<file path="src/rtl/dram_timing_ctrl.sv">
// dram_timing_ctrl: command-timing engine for the DRAM controller.
// Counts timing windows after each issued command and returns single-cycle
// completion strobes, the refresh request and the read/write burst windows.
module dram_timing_ctrl #(
  parameter int unsigned T_RCD     = 14,
  parameter int unsigned T_RAS     = 32,
  parameter int unsigned T_RP      = 14,
  parameter int unsigned T_RFC     = 280,
  parameter int unsigned T_CL      = 16,
  parameter int unsigned T_CWL     = 12,
  parameter int unsigned BURST_CYC = 4,
  parameter int unsigned T_WR      = 16,
  parameter int unsigned T_WTR     = 8,
  parameter int unsigned T_REFI    = 7800,
  parameter int unsigned CNT_W     = 16
) (
  input  logic       CLK,
  input  logic       nRST,
  input  logic       cmd_issue,
  input  logic [2:0] cmd,
  output logic       tACT_done,
  output logic       tRAS_done,
  output logic       tPRE_done,
  output logic       tREF_done,
  output logic       tRD_done,
  output logic       tWRITE_done,
  output logic       tWR_done,
  output logic       tWTR_done,
  output logic       rf_req,
  output logic       rd_en,
  output logic       wr_en,
  output logic       clear
);

  typedef enum logic [2:0] {
    IDLE,
    ACT_W,
    RD_W,
    WR_W,
    PRE_W,
    REF_W
  } state_t;

  // Terminal counts are stored one below the target cycle because the
  // counter value seen at an edge is the count before that edge.
  localparam int unsigned PW_MAX = (T_WR > T_WTR) ? T_WR : T_WTR;

  localparam logic [CNT_W-1:0] RCD_TC  = CNT_W'(T_RCD - 1);
  localparam logic [CNT_W-1:0] RP_TC   = CNT_W'(T_RP - 1);
  localparam logic [CNT_W-1:0] RFC_TC  = CNT_W'(T_RFC - 1);
  localparam logic [CNT_W-1:0] RD_ON   = CNT_W'(T_CL - 1);
  localparam logic [CNT_W-1:0] RD_OFF  = CNT_W'(T_CL + BURST_CYC - 2);
  localparam logic [CNT_W-1:0] RD_TC   = CNT_W'(T_CL + BURST_CYC - 1);
  localparam logic [CNT_W-1:0] WR_ON   = CNT_W'(T_CWL - 1);
  localparam logic [CNT_W-1:0] WR_OFF  = CNT_W'(T_CWL + BURST_CYC - 2);
  localparam logic [CNT_W-1:0] WRB_TC  = CNT_W'(T_CWL + BURST_CYC - 1);
  localparam logic [CNT_W-1:0] RAS_TC  = CNT_W'(T_RAS - 1);
  localparam logic [CNT_W-1:0] WR_TC   = CNT_W'(T_WR - 1);
  localparam logic [CNT_W-1:0] WTR_TC  = CNT_W'(T_WTR - 1);
  localparam logic [CNT_W-1:0] PW_LAST = CNT_W'(PW_MAX - 1);
  localparam logic [CNT_W-1:0] REFI_TC = CNT_W'(T_REFI - 1);
  localparam logic [CNT_W-1:0] ONE     = CNT_W'(1);

  state_t           state;
  state_t           issue_state;
  logic [CNT_W-1:0] cnt;
  logic [CNT_W-1:0] ras_cnt;
  logic             ras_active;
  logic [CNT_W-1:0] pw_cnt;
  logic             pw_active;
  logic [CNT_W-1:0] ref_cnt;
  logic             new_cmd;
  logic             act_issue;
  logic             pre_issue;
  logic             ref_issue;
  logic             wr_term;

  // Command decode: codes 6/7 and NOP never start or abort a window.
  always_comb begin
    issue_state = IDLE;
    case (cmd)
      3'd1:    issue_state = ACT_W;
      3'd2:    issue_state = RD_W;
      3'd3:    issue_state = WR_W;
      3'd4:    issue_state = PRE_W;
      3'd5:    issue_state = REF_W;
      default: issue_state = IDLE;
    endcase
  end

  assign new_cmd   = cmd_issue && (issue_state != IDLE);
  assign act_issue = cmd_issue && (cmd == 3'd1);
  assign pre_issue = cmd_issue && (cmd == 3'd4);
  assign ref_issue = cmd_issue && (cmd == 3'd5);

  // A new command landing on the write terminal edge aborts the write, so
  // the post-write counter must not start on that edge either.
  assign wr_term = (state == WR_W) && (cnt == WRB_TC) && !new_cmd;

  // Main window FSM: loads on any issue, strobes and idles at terminal count.
  always_ff @(posedge CLK or negedge nRST) begin
    if (!nRST) begin
      state       <= IDLE;
      cnt         <= '0;
      tACT_done   <= 1'b0;
      tPRE_done   <= 1'b0;
      tREF_done   <= 1'b0;
      tRD_done    <= 1'b0;
      tWRITE_done <= 1'b0;
      rd_en       <= 1'b0;
      wr_en       <= 1'b0;
    end else begin
      tACT_done   <= 1'b0;
      tPRE_done   <= 1'b0;
      tREF_done   <= 1'b0;
      tRD_done    <= 1'b0;
      tWRITE_done <= 1'b0;
      rd_en       <= 1'b0;
      wr_en       <= 1'b0;
      if (new_cmd) begin
        state <= issue_state;
        cnt   <= '0;
      end else begin
        case (state)
          ACT_W: begin
            if (cnt == RCD_TC) begin
              tACT_done <= 1'b1;
              state     <= IDLE;
            end else begin
              cnt <= cnt + ONE;
            end
          end
          PRE_W: begin
            if (cnt == RP_TC) begin
              tPRE_done <= 1'b1;
              state     <= IDLE;
            end else begin
              cnt <= cnt + ONE;
            end
          end
          REF_W: begin
            if (cnt == RFC_TC) begin
              tREF_done <= 1'b1;
              state     <= IDLE;
            end else begin
              cnt <= cnt + ONE;
            end
          end
          RD_W: begin
            rd_en <= (cnt >= RD_ON) && (cnt <= RD_OFF);
            if (cnt == RD_TC) begin
              tRD_done <= 1'b1;
              state    <= IDLE;
            end else begin
              cnt <= cnt + ONE;
            end
          end
          WR_W: begin
            wr_en <= (cnt >= WR_ON) && (cnt <= WR_OFF);
            if (cnt == WRB_TC) begin
              tWRITE_done <= 1'b1;
              state       <= IDLE;
            end else begin
              cnt <= cnt + ONE;
            end
          end
          default: begin
            state <= IDLE;
          end
        endcase
      end
    end
  end

  // RAS window: ACT (re)starts it, PRE cancels it silently.
  always_ff @(posedge CLK or negedge nRST) begin
    if (!nRST) begin
      ras_active <= 1'b0;
      ras_cnt    <= '0;
      tRAS_done  <= 1'b0;
    end else begin
      tRAS_done <= 1'b0;
      if (act_issue) begin
        ras_active <= 1'b1;
        ras_cnt    <= '0;
      end else if (pre_issue) begin
        ras_active <= 1'b0;
      end else if (ras_active) begin
        if (ras_cnt == RAS_TC) begin
          tRAS_done  <= 1'b1;
          ras_active <= 1'b0;
        end else begin
          ras_cnt <= ras_cnt + ONE;
        end
      end
    end
  end

  // Post-write recovery: counts from the tWRITE_done edge, independent of REF.
  always_ff @(posedge CLK or negedge nRST) begin
    if (!nRST) begin
      pw_active <= 1'b0;
      pw_cnt    <= '0;
      tWR_done  <= 1'b0;
      tWTR_done <= 1'b0;
    end else begin
      tWR_done  <= 1'b0;
      tWTR_done <= 1'b0;
      if (wr_term) begin
        pw_active <= 1'b1;
        pw_cnt    <= '0;
      end else if (pw_active) begin
        if (pw_cnt == WTR_TC) tWTR_done <= 1'b1;
        if (pw_cnt == WR_TC) tWR_done <= 1'b1;
        if (pw_cnt == PW_LAST) begin
          pw_active <= 1'b0;
        end else begin
          pw_cnt <= pw_cnt + ONE;
        end
      end
    end
  end

  // Refresh interval: free-running, saturating, cleared by any REF issue.
  always_ff @(posedge CLK or negedge nRST) begin
    if (!nRST) begin
      ref_cnt <= '0;
    end else if (ref_issue) begin
      ref_cnt <= '0;
    end else if (ref_cnt != REFI_TC) begin
      ref_cnt <= ref_cnt + ONE;
    end
  end

  assign rf_req = (ref_cnt == REFI_TC);

  assign clear = tACT_done | tRAS_done | tPRE_done | tREF_done |
                 tRD_done | tWRITE_done | tWR_done | tWTR_done;

endmodule
</file>
<file path="config.mk">
export PLATFORM = sky130hd
export DESIGN_NAME = dram_timing_ctrl
export DESIGN_NICKNAME = d
export VERILOG_FILES = /design/src/rtl/dram_timing_ctrl.sv
export SDC_FILE = /design/constraint.sdc
export NUM_CORES = 1
export LEC_CHECK = 0
export CORE_ASPECT_RATIO = 0.7
export CORE_MARGIN = 2
export CORE_UTILIZATION = 40
export CTS_BUF_LIST = sky130_fd_sc_hd__clkbuf_8 sky130_fd_sc_hd__clkbuf_16
export DETAILED_ROUTE_END_ITERATION = 12
export PLACE_DENSITY = 0.61
export SLEW_MARGIN = 20
export SYNTH_ARGS = -nofsm -noshare
export SYNTH_HDL_FRONTEND = slang
export SYNTH_SLANG_ARGS = --single-unit
</file>
<file path="constraint.sdc">
create_clock -name CLK -period 5.6 [get_ports CLK]
set_clock_uncertainty 0.05 [all_clocks]
set_input_delay 0.84 -clock CLK [delete_from_list [all_inputs] [get_ports CLK]]
set_output_delay 0.84 -clock CLK [all_outputs]
set_load 0.05 [all_outputs]
</file>
==> results.yml, run 1 <==
clock_network:
  clk_pin_slew_worst_paths_ps: 60
  cts-resized-gates: 0
  root_buffer: "clkbuf_16"
  hold_buffers: 0
  clock_latency_ps: 330
  cts_buffers: 9
  cts_tree: "done"
  htree_levels: 3
  cts_max_path_buffers: 2
  cts.sinks: 79
  post_cts_buffers: 0
route:
  wl_per_cell_um: 15.83
  dr.pass1.iters: 5
  vias: 3544
  viasPerCell: 5.819
  drt-total-wl_mm: 9.642
  drt_iter0_drc: 358
  drc_errors: 0
  postRouteAntennaNets: 0
setup_path:
  path_class: "reg -> out"
  ff2ff_setup_slack_ps: 2970
  reg2reg_depth: 7
  cp-start-kind: "register"
  crit_required_ps: 4710
  critPathArrivalTime_ps: 2640
  crit_path_max_fanout: 6
  slowest_stage: "clkdlybuf4s50_1"
  path_cells: "ha_1 -> and3_1 -> nand4_1 -> nor2_1 -> clkdlybuf4s50_1"
  reg2reg_to: "cnt[1]"
  endpoint_kind: "output pin"
  rr_startpoint: "cnt[1]"
  slowest_delay_ps: 900
logic_synthesis:
  syn_nets: 475
  synthSimpleGateAreaFrac_pct: 30.80
  synth_xor_area_share_pct: 4.416
  synth_area_per_cell_um2: 9.423
  synth-compound-area-share_pct: 11.07
  synth_adder_area_share_pct: 1.721
  yosysTopAreaCellShare_pct: 45.31
  synth.area.top_cells: "dfrtp_1 45%, nand2_1 3.6%, nor2_1 3.5%, xor2_1 3.4%, or4_1 3.3%"
  yosysWarningCount: 0
  synth_enable_flop_cells: 0
  synth_top_area_cell: "dfrtp_1"
  synth_cell_types: 58
  ys_async_sr_fraction_pct: 100.0
  yosysMostFrequentCell: "dfrtp_1"
  ys_top_cells_by_count: "79 x dfrtp_1, 42 x nand2_1, 41 x nor2_1, 27 x a21oi_1, 25 x nand3_1"
  syn_area_um2: 4363
  seq_area_frac_synth_pct: 45.31
  netlist_instances: 463
  synth_top_family_by_area: "simple AND/OR/NAND/NOR gates"
  synth_seq_cells: 79
  ys_dominant_reg_cell: "dfrtp_1"
  synthMuxAreaShare_pct: 2.868
sta:
  hold_violations: 0
  fmax_mhz: 283.2
  maxSlewHeadroom_pct: 35.39
  min_period_over_period_pct: 63.05
  worst_slew_pin_slew_ps: 965.6
  drv_slew: 0
  setup_ws_ps: 2069
  min_period_ps: 3531
  rsz0062_at_grt: "no"
  tns_ps: 0
  final-setup-viol-count: 0
global_route:
  grt_usage_pct: 17.81
  grt_first_pass_wirelength_mm: 16.88
  grt_overflow: 0
  grt_max_degree: 80
  antenna_found_initial: 0
  grt_pass1_vias: 3452
floorplan:
  fp.dieH_um: 91.38
  dieArea_um2: 11770
  start_util_pct: 41.66
  die_x_um: 128.8
  io_pins: 18
  core_um2: 10470
  num_rows: 31
run:
  maxCapViolCount: 0
finish:
  final_net_count: 484
  synthToLayoutAreaGrowth_pct: 11.87
  num_antenna_cells: 0
  drive_above_1_share_pct: 7.547
  post-route-util_pct: 46.61
  stdcell_area_um2: 4881
  nFillCells: 947
place:
  dp_slack_ps: 1891
  hpwl_mm: 6.531
  placed_area_um2: 4593
  place_congestion: 0.8925
  io_buffers: 17
worst_hold_path:
  hp-class: "in -> async"
power_and_ir_drop:
  p_per_area_nw_per_um2: 321.8
  irDropWorstVdd_mv: 0.1670
  cellLeakagePower_nw: 1.987
run_status:
  status: "completed"
-- worst max-delay path by stage --
stage	slack (ps)	cells past startpoint	from	to
CTS	2030	5	ref_cnt[0]	rf_req
global placement	1970	7	cmd[2]	cnt[2]
floorplan	2990	4	ref_cnt[0]	rf_req
finish	2070	5	ref_cnt[0]	rf_req
global route	1900	4	ref_cnt[2]	rf_req
detailed placement	1890	7	cmd[2]	cnt[2]
-- worst max-delay path: cells and delay by family (launching register included) --
| kind | cells | cell delay, ps |
|---|---|---|
| adders and majority gates | 1 | 230 |
| buffers and inverters | 1 | 900 |
| and+or+nand+nor | 3 | 760 |
| DFF | 1 | 410 |
-- layout by cell type, fill, tap and decap left out, types with 13 or more instances in the layout --
| cell type | Yosys | routed |
|---|---|---|
| xor2_1 | 17 | 17 |
| o21ai_0 | 14 | 14 |
| nor2_1 | 41 | 41 |
| or4_1 | 19 | 19 |
| nand3_1 | 25 | 25 |
| dfrtp_1 | 79 | 79 |
| a21oi_1 | 27 | 27 |
| nand2_1 | 42 | 42 |
| clkdlybuf4s50_1 | 0 | 16 |
| nand4_1 | 22 | 22 |
| o31ai_1 | 13 | 13 |
| nor3_1 | 17 | 17 |
| or3_1 | 14 | 14 |
| inv_1 | 12 | 14 |
-- kinds of logic after synthesis --
logic type | Yosys count
and+or+nand+nor | 237
DFF | 79
muxes | 12
buffers and inverters | 34
AOI/OAI and AO/OA | 73
xor gates and xnor gates | 22
adders and majority gates | 6
-- cell type report --
cell class                 count  area (um^2)  area share, %
clock buffer                  11        252.7          5.178
clock inverter                 5        25.02         0.5127
inverter                      13        48.80         0.9997
multi-input combinational    350         2226          45.60
sequential                    79         1977          40.50
tap                          132        165.2          3.384
timing repair buffer          19        186.4          3.820
-- power by group --
part | total [mW] | leakage (nW) | internal [mW] | switching, mW
combinational | 0.291 | 0.798 | 0.115 | 0.176
sequential | 0.732 | 1.05 | 0.636 | 0.0958
clock | 0.548 | 0.144 | 0.320 | 0.228
-- flip-flops by register name, indices dropped and copies added (netlist names) --
| name | cells |
|---|---|
| rd_en | 1 |
| cnt | 16 |
| state | 3 |
| tPRE_done | 1 |
| tACT_done | 1 |
| ras_cnt | 16 |
| pw_cnt | 16 |
| tREF_done | 1 |
| tRD_done | 1 |
| tWR_done | 1 |
| tWRITE_done | 1 |
| tRAS_done | 1 |
| pw_active | 1 |
| ras_active | 1 |
| wr_en | 1 |
| ref_cnt | 16 |
| tWTR_done | 1 |
-- through the flow --
step           cells  hold WS (ps)  power [mW]
6_report         609         479.6       1.571
5_1_grt          609         513.4       1.664
4_1_cts          609         498.8       1.581
3_5_place_dp     593         484.4       1.030
3_3_place_gp     593         471.1       1.021
2_1_floorplan    463         439.5      0.9426
-- routing by layer --
| layer | part of all wire [%] | routed length (um) | GRT usage [%] |
|---|---|---|---|
| met4 | 1.0 | 98 | 4.620 |
| met3 | 5.2 | 501 | 4.125 |
| met5 | 0 | 0 | 0 |
| met1 | 52 | 4971 | 26.86 |
| met2 | 42 | 4071 | 25.49 |
Power figures use the tool's default switching activity.
==> run 2, diff against run 1 <==
==> constraint.sdc (replaced) <==
create_clock -name CLK -period 3.6 [get_ports CLK]
set_clock_uncertainty 0.05 [all_clocks]
set_input_delay 0.54 -clock CLK [delete_from_list [all_inputs] [get_ports CLK]]
set_output_delay 0.54 -clock CLK [all_outputs]
set_load 0.05 [all_outputs]
==> results.yml, run 2 (synthesis gave the netlist of run 1 again) <==
run_status:
  status: "completed"
finish:
  num_antenna_cells: 0
  final_net_count: 489
  drive_above_1_share_pct: 8.524
  layout_commonest_cell: "dfrtp_1"
  final_cell_mix: "79 x dfrtp_1, 42 x nand2_1, 41 x nor2_1, 27 x a21oi_1, 25 x nand3_1"
  synthToLayoutAreaGrowth_pct: 13.08
  post-route-util_pct: 47.11
setup_path:
  crit_required_ps: 3010
  cp-start-kind: "register"
  crit_path_max_fanout: 6
  path_cells: "ha_1 -> and3_1 -> nand4_1 -> nor2_1 -> buf_4 -> clkdlybuf4s50_1"
  path_class: "reg -> out"
  slowest_stage: "clkdlybuf4s50_1"
  cp.buffers_inverters: 2
  reg2reg_to: "pw_cnt[11]"
  endpoint_kind: "output pin"
  ff2ff_setup_slack_ps: 1050
  cp-endpoint: "rf_req"
  reg2reg_depth: 6
  cp_top_family: "buffers and inverters"
  worst-path-stages: 6
  crit_start: "ref_cnt[0]"
  rr_startpoint: "cnt[1]"
  critPathArrivalTime_ps: 2370
  slowest_delay_ps: 810
sta:
  rsz0062_at_grt: "no"
  drv_slew: 0
  hold_violations: 0
  maxSlewHeadroom_pct: 46.93
  tns_ps: 0
  timing.hold.ws_ps: 183.3
  worst_slew_pin_slew_ps: 793.6
  fmax_mhz: 337.4
  final-setup-viol-count: 0
  min_period_ps: 2964
  min_period_over_period_pct: 82.32
floorplan:
  num_rows: 31
  start_util_pct: 41.66
  dieArea_um2: 11770
  die_x_um: 128.8
  core_um2: 10470
  fp.dieH_um: 91.38
  io_pins: 18
power_and_ir_drop:
  pwr-share-seq_pct: 45.5
  p_per_area_nw_per_um2: 505.2
  power_frac_comb_pct: 18.2
  intPower_mw: 1.735
  power.share.clock_pct: 36.3
  p_sw_share_pct: 30.38
  irDropWorstVdd_mv: 0.2742
  p_switching_mw: 0.7573
  cellLeakagePower_nw: 2.016
global_route:
  grt_overflow: 0
  grt_first_pass_wirelength_mm: 16.12
  grt_pass1_vias: 3237
  grt_usage_pct: 17.06
  antenna_found_initial: 0
  grt_max_degree: 80
route:
  wl_per_cell_um: 15.38
  vias: 3510
  viasPerCell: 5.726
  drt-total-wl_mm: 9.429
  postRouteAntennaNets: 0
  dr.pass1.iters: 4
  drc_errors: 0
  drt_iter0_drc: 216
place:
  place_congestion: 0.8080
  hpwl_mm: 6.466
  io_buffers: 17
clock_network:
  cts_max_path_buffers: 2
  cts.sinks: 79
  cts_buffers: 9
  htree_levels: 3
  post_cts_buffers: 0
  clock_latency_ps: 330
  cts-resized-gates: 0
  hold_buffers: 0
  clk_pin_slew_worst_paths_ps: 60
  root_buffer: "clkbuf_16"
  cts_tree: "done"
run:
  maxCapViolCount: 0
worst_hold_path:
  hp-class: "in -> async"
## run 2: worst min-delay path by stage
stage,startpoint,to,slack [ps],cells past startpoint
global route,nRST,pw_cnt[3],260,1
finish,nRST,pw_cnt[4],180,1
global placement,ras_cnt[15],ras_cnt[15],470,2
CTS,nRST,pw_cnt[5],380,1
detailed placement,ref_cnt[11],ref_cnt[11],490,2
floorplan,nRST,cnt[0],190,0
## run 2: layer usage
metal,share of wire [%],global-route usage (%),vias to the layer above
li1,-,-,1736
met2,43,24.91,57
met5,0,0,-
met1,52,25.34,1708
met3,4.5,4.302,9
met4,0.78,3.895,0
## run 2: cell type report
cell class / count / area [um^2]
fillers: 1019 / 5539
multi-input cells: 350 / 2220
flip-flops and latches: 79 / 1977
clock buffers: 11 / 252.7
repair buffers: 24 / 224.0
well taps: 132 / 165.2
inverters: 13 / 48.80
clock inverters: 4 / 46.29
## run 2: through the flow
stage	power, mW	worst slack [ps]	cell area (um^2)	instances
2_1_floorplan	1.466	1290	4363	463
3_3_place_gp	1.581	694.6	4631	598
3_5_place_dp	1.599	586.1	4631	598
4_1_cts	2.518	608.2	4930	613
5_1_grt	2.639	427.3	4933	613
6_report	2.493	636.5	4933	613
## run 2: power by group through the flow
stage	registers, mW	logic [mW]	clock network (mW)
after CTS	1.13	0.455	0.930
after detailed placement	1.15	0.451	0
after floorplan	1.10	0.365	0
final	1.13	0.454	0.904
after global routing	1.16	0.518	0.965
after global placement	1.14	0.438	0
